$ cat src/rtl/draw_image_rom.sv
// Streams an IMG_W x IMG_H image from a synchronous ROM to a VGA plot port at
// a latched screen origin, one pixel per cycle, with clipping and optional colour keying.
module draw_image_rom #(
    parameter int IMG_W      = 160,
    parameter int IMG_H      = 120,
    parameter int SCR_W      = 160,
    parameter int SCR_H      = 120,
    parameter int COLOUR_W   = 9,
    parameter int ADDR_W     = 15,
    parameter int KEY_EN     = 0,
    parameter int KEY_COLOUR = 0
) (
    input  logic                clk,
    input  logic                reset,
    input  logic                start,
    input  logic [7:0]          x_org,
    input  logic [6:0]          y_org,
    output logic [ADDR_W-1:0]   rom_addr,
    input  logic [COLOUR_W-1:0] rom_q,
    output logic [7:0]          x,
    output logic [6:0]          y,
    output logic [COLOUR_W-1:0] colour,
    output logic                plot,
    output logic                busy,
    output logic                done
);

    localparam int N     = IMG_W * IMG_H;
    localparam int COL_W = (IMG_W > 1) ? $clog2(IMG_W) : 1;
    localparam int ROW_W = (IMG_H > 1) ? $clog2(IMG_H) : 1;
    localparam logic [ADDR_W-1:0]   LAST_ADDR = ADDR_W'(N - 1);
    localparam logic [COL_W-1:0]    LAST_COL  = COL_W'(IMG_W - 1);
    localparam logic [9:0]          SCR_W_L   = 10'(SCR_W);
    localparam logic [9:0]          SCR_H_L   = 10'(SCR_H);
    localparam logic [COLOUR_W-1:0] KEY_C     = COLOUR_W'(KEY_COLOUR);

    typedef enum logic [1:0] {IDLE, DRAW, FLUSH} state_t;

    state_t             state_q, state_d;
    logic [ADDR_W-1:0]  addr_q, addr_d;
    logic [COL_W-1:0]   col_q, col_d;
    logic [ROW_W-1:0]   row_q, row_d;
    logic [7:0]         xo_q, xo_d;
    logic [6:0]         yo_q, yo_d;
    logic [7:0]         x_q, x_d;
    logic [6:0]         y_q, y_d;
    logic               vld_q, vld_d;
    logic               inb_q, inb_d;
    logic               done_q, done_d;
    logic [8:0]         xs;
    logic [7:0]         ys;

    // Origin sums are one bit wider than the screen coordinates so that
    // off-screen pixels clip instead of wrapping back onto the screen.
    assign xs = {1'b0, xo_q} + 9'(col_q);
    assign ys = {1'b0, yo_q} + 8'(row_q);

    always_comb begin
        state_d = state_q;
        addr_d  = addr_q;
        col_d   = col_q;
        row_d   = row_q;
        xo_d    = xo_q;
        yo_d    = yo_q;
        x_d     = x_q;
        y_d     = y_q;
        inb_d   = inb_q;
        vld_d   = 1'b0;
        done_d  = 1'b0;
        case (state_q)
            IDLE: begin
                if (start) begin
                    state_d = DRAW;
                    xo_d    = x_org;
                    yo_d    = y_org;
                    addr_d  = '0;
                    col_d   = '0;
                    row_d   = '0;
                end
            end
            DRAW: begin
                // Pixel coordinates are registered alongside the ROM read so
                // they line up with rom_q on the following cycle.
                vld_d = 1'b1;
                x_d   = xs[7:0];
                y_d   = ys[6:0];
                inb_d = ({1'b0, xs} < SCR_W_L) && ({2'b0, ys} < SCR_H_L);
                if (addr_q == LAST_ADDR) begin
                    state_d = FLUSH;
                end else begin
                    addr_d = addr_q + ADDR_W'(1);
                    if (col_q == LAST_COL) begin
                        col_d = '0;
                        row_d = row_q + ROW_W'(1);
                    end else begin
                        col_d = col_q + COL_W'(1);
                    end
                end
            end
            FLUSH: begin
                state_d = IDLE;
                done_d  = 1'b1;
                addr_d  = '0;
                col_d   = '0;
                row_d   = '0;
            end
            default: state_d = IDLE;
        endcase
    end

    always_ff @(posedge clk) begin
        if (reset) begin
            state_q <= IDLE;
            addr_q  <= '0;
            col_q   <= '0;
            row_q   <= '0;
            xo_q    <= '0;
            yo_q    <= '0;
            x_q     <= '0;
            y_q     <= '0;
            vld_q   <= 1'b0;
            inb_q   <= 1'b0;
            done_q  <= 1'b0;
        end else begin
            state_q <= state_d;
            addr_q  <= addr_d;
            col_q   <= col_d;
            row_q   <= row_d;
            xo_q    <= xo_d;
            yo_q    <= yo_d;
            x_q     <= x_d;
            y_q     <= y_d;
            vld_q   <= vld_d;
            inb_q   <= inb_d;
            done_q  <= done_d;
        end
    end

    assign rom_addr = addr_q;
    assign x        = x_q;
    assign y        = y_q;
    assign colour   = rom_q;
    assign plot     = vld_q && inb_q && !((KEY_EN != 0) && (rom_q == KEY_C));
    assign busy     = (state_q != IDLE);
    assign done     = done_q;

endmodule

$ cat config.mk
export PLATFORM = sky130hd
export DESIGN_NAME = draw_image_rom
export DESIGN_NICKNAME = d
export VERILOG_FILES = /design/src/rtl/draw_image_rom.sv
export SDC_FILE = /design/constraint.sdc
export NUM_CORES = 1
export LEC_CHECK = 0
export ABC_AREA = 1
export CORE_ASPECT_RATIO = 2
export CORE_UTILIZATION = 56
export DETAILED_ROUTE_END_ITERATION = 10
export GPL_ROUTABILITY_DRIVEN = 0
export PLACE_DENSITY = 0.94
export SKIP_CTS_REPAIR_TIMING = 1
export SLEW_MARGIN = 10
export SYNTH_ARGS = -nofsm -noshare
export SYNTH_HDL_FRONTEND = slang
export SYNTH_SLANG_ARGS = --single-unit
export TNS_END_PERCENT = 5
$ cat constraint.sdc
create_clock -name clk -period 2.64 [get_ports clk]
set_input_delay 0.528 -clock clk [delete_from_list [all_inputs] [get_ports clk]]
set_output_delay 0.528 -clock clk [all_outputs]
set_load 0.005 [all_outputs]
==> results.md, run 1 <==
- Net load switching power: ~0.66 mW
- PD cells: between 500 and 600 nW/um^2
- CP Max Fanout: 24
- Met3 Routed Length: between 600 and 700 microns
- Pin count of the biggest net entering global routing: 31
- Unique cell type count in the Yosys netlist: 35
- Final-report hold violation count: 0
- Internal power component: 2.00 mW
- Highest metal layer with signal wires: met4
- Number of optimization iterations in the first detailed-route pass: 4
- Detailed-route DRC error count: 0
- Number of inserted diodes: 0
- Fill cell count: between 400 and 500
- Met2 wire length: roughly 4900 microns
- Clock-pin slew reported for the worst setup and hold paths after clock tree synthesis: approximately 0.050 ns
- Via count of the routed design: approximately 3600
- Final net count: 608
- Simple-gate share of the synthesized area: between 30% and 40%
- Synth Area in Compound Gates: 10.9%
- Most area-hungry cell type in the Yosys netlist: dfxtp_1
- Average wire length per cell after detail routing: approximately 15 microns
- Sequential cell fraction of total power: 40.6%
- Max-capacitance violation count: 0
- Top-level I/O count: 69
- Synthesized area per cell: approximately 7.0 sq um
- Leakage power figure: between 1.5 and 2 nW
- Starting density of the core: 58.1%
- Run status: finished clean
- Time the final worst path needs with I/O delays and setup: 2.24 ns
- Clock tree root buffer cell: clkbuf_16
- Max Fclk: ~450 MHz
- Post-synth EDFFs: 0
- Core footprint: roughly 6300 sq um
- FF+latch area: ~1300 sq um
- Die height: 116 microns
- Wire length after detailed routing: approximately 9500 microns
- Half-perimeter wire length after placement: about 6500 microns
- CTS tree: built
- Number of antenna violations at the first check in global routing: 0
- Footprint of the multi-input gates: ~2000 sq um
- Clock insertion delay at the later pin of the skew report: between 0.3 and 0.4 ns
- Final Slew Violations: 0
- Share of layout cells above drive strength 1: between 6 and 7%
- Setup CP Type: reg -> reg
- Required time worst endpoint: 2.87 ns
- H-Tree Depth: 3
- Number of nets produced by synthesis: approximately 570
- Fraction of synthesized cell area in xor and xnor cells: 4.58%
- P&R area growth vs syn: 22.3%
- Leading cell types by total area after synthesis: dfxtp_1 36%, nand2_1 11%, nor2_1 9.3%
- Post-synth ARST share: 0%
- Total global-route track usage: around a third
- Startpoint type of the worst setup path: flop
- Worst min path class: reg -> reg
- Slew at the pin closest to its max-slew limit: between 0.5 and 0.6 ns
- Period utilization: 84.7%
- Clk pwr share: a little under half
- Clock sink count: 65
- Maximum resistive drop on vdd: roughly 380 uV
- Worst clock skew: around 0.0056 ns
- Largest family of logic cells by synthesized area: simple AND/OR/NAND/NOR gates
- Relative slew slack: roughly 66%
- Setup repair after global routing missed its margin: false
- Signal arrival time at the worst endpoint: about 2.5 ns
- First-pass GRT wire length: roughly 16000 microns
- Post-Synthesis Cells: just over 500
- Synth Cell Area: between 3000 and 4000 sq um
- Sw Ratio: 24.8%
- Count of synthesis-stage warnings from yosys: 0
- Total CTS buffers: 9
- Post-route setup slack: between 0.4 and 0.5 ns
- Sum of overflow across all layers after global routing: 0
- Number of global-route vias before repair: between 3000 and 4000
- Finish-stage setup viols: 0
- Setup crit end kind: flop
- DRC marker count from the first detailed-route iteration: approximately 380
- Port Buf Inserts: 50
- Sequential-to-total area share from yosys stat: between 30% and 40%
- Number of nets still failing antenna checks after routing: 0
- Most common cell after layout, fill and taps aside: nand2_1
- Dominant register cell in the synthesized netlist: dfxtp_1
- Share of power burned in combinational logic: roughly 14%
- Die W: 59.0 microns
- Commonest cells after routing, fill and taps aside: 109 x nand2_1, 89 x nor2_1, 65 x dfxtp_1
- Final setup TNS: 0 ns
- Number of rows created at floorplan: just over 40
- Yosys reg bits: 65
- Met1 Routed Length: approximately 3300 microns
- Post-placement setup slack: between 0.5 and 0.6 ns
- Post-DR vias/cell: approximately 5.5
- Maximum buffer depth of the clock tree: 2
- Die Outline Area: between 6000 and 7000 sq um
- Multiplexer share of the synthesized area: 0%
- Top-area cell type share of the netlist area: a little over a third
- Adder-cell area share of the yosys netlist: ~7.3%
power groups by stage:
stage / clock network, mW / logic (mW) / registers, mW
floorplan: 0 / 0.233 / 1.09
global placement: 0 / 0.340 / 1.09
detailed placement: 0 / 0.350 / 1.10
CTS: 1.23 / 0.356 / 1.08
global route: 1.27 / 0.405 / 1.08
finish: 1.22 / 0.358 / 1.08
layer usage:
metal,GRT usage (%),vias to the layer above
li1,-,1736
met1,33.6,1630
met2,52.0,179
met3,9.26,59
met4,24.8,0
met5,0,-
flip-flops by register name, summed over array words and instances (netlist names):
name	flops
yo_q	7
done	1
inb_q	1
xo_q	8
row_q	7
rom_addr	15
y	7
vld_q	1
x	8
col_q	8
state_q	2
cell families (layout without fill, tap and decap cells):
| kind of cell | Yosys count | count (layout) |
|---|---|---|
| XOR/XNOR | 19 | 19 |
| flip-flops | 65 | 65 |
| buffers and inverters | 82 | 129 |
| AO/OA/AOI/OAI | 73 | 73 |
| adder cells (fa/ha/maj) | 20 | 20 |
| AND/OR/NAND/NOR | 260 | 260 |
cell usage after synthesis (4+ instances only):
cell        n
ha_1       18
nand3_1    25
buf_4       9
nand4_1    11
or2_2       4
clkbuf_1   12
a21oi_1    30
nor2_1     90
nor3_1      5
nand2_1   109
xnor2_1     7
o21ai_0    33
xor2_1     12
inv_1      56
dfxtp_1    65
and3_1      4
worst max-delay path, stage by stage, from the launching register on:
cell and delay [ns]:
dfxtp_1 0.42, ha_1 0.25, nand2_1 0.12, nor2_2 0.25
nand2_2 0.12, nor3_4 0.19, nor2_4 0.11, nor2_8 0.26
inv_4 0.18, a21oi_1 0.18, nor2_1 0.06
per-stage QoR:
step | hold slack [ns] | cells | total power [mW] | util (%) | instance area (sq um)
after detailed placement | 0.479 | 636 | 1.45 | 66.1 | 4140
final | 0.490 | 652 | 2.65 | 71.0 | 4440
after floorplan | 0.440 | 519 | 1.32 | - | 3630
after global routing | 0.524 | 652 | 2.76 | 71.0 | 4440
after CTS | 0.493 | 652 | 2.67 | 71.0 | 4440
after global placement | 0.467 | 636 | 1.43 | 66.1 | 4140
layout make-up:
| class | count | area share (%) |
|---|---|---|
| multi-input combinational | 372 | 44.3 |
| sequential | 65 | 29.3 |
| timing repair buffer | 55 | 12.1 |
| clock buffer | 14 | 6.17 |
| inverter | 58 | 4.95 |
| tap | 86 | 2.42 |
| clock inverter | 2 | 0.788 |
worst paths after layout:
kind	from	end	slack (ns)	cells past startpoint
setup / recovery	rom_addr[1]	col_q[2]	0.40	10
hold / removal	yo_q[5]	yo_q[5]	0.49	2
setup reg to reg	rom_addr[1]	col_q[2]	0.40	10
hold reg to reg	yo_q[5]	yo_q[5]	0.49	2
No activity file was read; power rests on OpenSTA's default activity.
==> run 2: changes to the inputs <==
--- a/config.mk
+++ b/config.mk
@@ -7,10 +7,10 @@
 export LEC_CHECK = 0
 export ABC_AREA = 1
 export CORE_ASPECT_RATIO = 2
-export CORE_UTILIZATION = 56
+export CORE_UTILIZATION = 52
 export DETAILED_ROUTE_END_ITERATION = 10
 export GPL_ROUTABILITY_DRIVEN = 0
-export PLACE_DENSITY = 0.94
+export PLACE_DENSITY = 0.89
 export SKIP_CTS_REPAIR_TIMING = 1
 export SLEW_MARGIN = 10
 export SYNTH_ARGS = -nofsm -noshare
==> constraint.sdc (replaced) <==
create_clock -name clk -period 2.3 [get_ports clk]
set_input_delay 0.46 -clock clk [delete_from_list [all_inputs] [get_ports clk]]
set_output_delay 0.46 -clock clk [all_outputs]
set_load 0.005 [all_outputs]
==> run 2 against run 1 <==
Clock skew is 0.0019 ns higher; first-iteration DRC count decreased by 35%; power grew 15%; design area increased by 0.56%; non-clock buffer count rose by 3; maximum frequency grew 4.9%; core utilization decreased by 4.0 points; wire length decreased by 4.4%; critical endpoint is now rom_addr[0]; critical path type unchanged; worst hold slack got worse by 0.0027 ns.
==> results.md, run 2 (same netlist as run 1, synthesis figures left out) <==
- Total CTS buffers: 9 (unchanged)
- Final Slew Violations: 0 (unchanged)
- Final setup TNS: 0 ns (unchanged)
- Clk pwr share: 45.9% (about the same)
- Maximum buffer depth of the clock tree: 2 (unchanged)
- Number of global-route vias before repair: 3554 (+0.28%)
- First-pass GRT wire length: 15400 microns (-5.7%)
- Clock tree root buffer cell: clkbuf_16
- Final net count: 611 (+0.49%)
- Post-placement cell count: 641 (+0.79%)
- Maximum resistive drop on vdd: 622 uV (+65%)
- Relative slew slack: 69.6% (+3.6 points)
- Max Fclk: 469 MHz (+4.9%)
- Met2 wire length: 4810 microns (-1.1%)
- Share of layout cells above drive strength 1: 7.03% (+0.49 points)
- DRC marker count from the first detailed-route iteration: 248 (-35%)
- Worst min path class: reg -> reg
- Final-report hold violation count: 0 (unchanged)
- Area of all placed cells without fillers: 4470 sq um (+0.56%)
- Sum of overflow across all layers after global routing: 0 (unchanged)
- Hold Slack: 0.487 ns (-0.00267 ns)
- Non-filler cells in the finished layout: 657 (+0.77%)
- Detailed-route DRC error count: 0 (unchanged)
- Required time worst endpoint: 2.53 ns (-0.34 ns)
- Number of nets still failing antenna checks after routing: 0 (unchanged)
- Run status: finished clean
- Startpoint type of the worst setup path: flop
- Placed cell areas: 4160 sq um (+0.61%)
- PD cells: 680 nW/um^2 (+14%)
- Period utilization: 92.7% (+8.0 points)
- Die height: 120 microns (+3.7%)
- CTS tree: built
- Time the final worst path needs with I/O delays and setup: 2.13 ns (-0.105 ns)
- Starting density of the core: 54.4% (-3.6 points)
- Number of antenna violations at the first check in global routing: 0 (unchanged)
- Internal power component: 2.29 mW (+15%)
- Number of rows created at floorplan: 42 (+2.4%)
- CP Max Fanout: 24 (unchanged)
- Met1 Routed Length: 3360 microns (+1.8%)
- Wire length after detailed routing: 9110 microns (-4.4%)
- Core footprint: 6670 sq um (+6.6%)
- Met3 Routed Length: 525 microns (-20%)
- H-Tree Depth: 3 (unchanged)
- Clock-pin slew reported for the worst setup and hold paths after clock tree synthesis: 0.05 ns (about the same)
- Commonest cells after routing, fill and taps aside: 109 x nand2_1, 89 x nor2_1, 65 x dfxtp_1
- Sw Ratio: 24.6% (-0.22 points)
- Number of inserted diodes: 0 (unchanged)
- Port Buf Inserts: 50 (unchanged)
- Max FFs per register: 15 (unchanged)
- Most common cell after layout, fill and taps aside: nand2_1
- Finish-stage setup viols: 0 (unchanged)
- Clock insertion delay at the later pin of the skew report: 0.34 ns (about the same)
- Setup CP Type: reg -> reg
- Number of optimization iterations in the first detailed-route pass: 5 (+1)
- Highest metal layer with signal wires: met4
- Pin count of the biggest net entering global routing: 31 (unchanged)
- Via count of the routed design: 3530 (-2.1%)
- Slew at the pin closest to its max-slew limit: 0.456 ns (-0.0520 ns)
- Utilization after layout: 67.0% (-4.0 points)
- Die Outline Area: 7350 sq um (+7.5%)
- Setup repair after global routing missed its margin: false
- Clock sink count: 65 (unchanged)
- Sequential cell fraction of total power: 40.6% (about the same)
- Total global-route track usage: 28.1% (-3.8 points)
- Leakage power figure: 1.98 nW (+0.77%)
- Share of power burned in combinational logic: 13.5% (about the same)
- Average wire length per cell after detail routing: 13.9 microns (-5.1%)
- Die W: 61.1 microns (+3.6%)
- P&R area growth vs syn: 23.0%
- Post-DR vias/cell: 5.37 (-2.8%)
- Setup crit end kind: flop
- Half-perimeter wire length after placement: 6650 microns (+2.8%)
- Signal arrival time at the worst endpoint: 2.36 ns (-0.10 ns)
- Worst clock skew: 0.00745 ns (+0.00185 ns)
- Max-capacitance violation count: 0 (unchanged)
- Net load switching power: 0.747 mW (+13%)
- Top-level I/O count: 69 (unchanged)
run 2: path summary, 6_finish.rpt:
path / startpoint / to / slack (ns) / cells after the start
hold reg to reg: state_q[1] / done / 0.49 / 2
setup / recovery: rom_addr[0] / rom_addr[0] / 0.17 / 9
hold / removal: state_q[1] / done / 0.49 / 2
setup reg to reg: rom_addr[0] / rom_addr[0] / 0.17 / 9
run 2: routing by layer:
| metal | track usage (%) | vias to the layer above |
|---|---|---|
| li1 | - | 1742 |
| met1 | 28.2 | 1594 |
| met2 | 45.8 | 156 |
| met3 | 8.77 | 38 |
| met4 | 21.2 | 0 |
| met5 | 0 | - |
run 2: power groups by stage:
stage	sequential (mW)	combinational (mW)	clock [mW]
2_1_floorplan	1.25	0.268	0
3_3_place_gp	1.25	0.394	0
3_5_place_dp	1.26	0.405	0
4_1_cts	1.23	0.409	1.40
5_1_grt	1.24	0.457	1.46
6_report	1.23	0.411	1.39
run 2: critical path: stages, from the launching register on:
cell,delay (ns)
dfxtp_1,0.41
ha_1,0.22
nand2_1,0.09
nor2_2,0.22
nand2_2,0.12
nor3_4,0.18
nor2_4,0.10
nor2_8,0.25
inv_4,0.18
o211a_1,0.24
run 2: metrics by stage:
step | worst slack [ns] | total power [mW]
finish | 0.168 | 3.04
global route | 0.0105 | 3.16
CTS | 0.189 | 3.05
detailed placement | 0.185 | 1.66
global placement | 0.284 | 1.65
floorplan | 0.495 | 1.52
run 2: layout make-up:
cell class	instances	area, sq um
multi-input combinational	372	1970
sequential	65	1300
inverter	58	220
timing repair buffer	58	561
fill	560	2200
clock buffer	14	274
clock inverter	2	35.0
tap	88	110
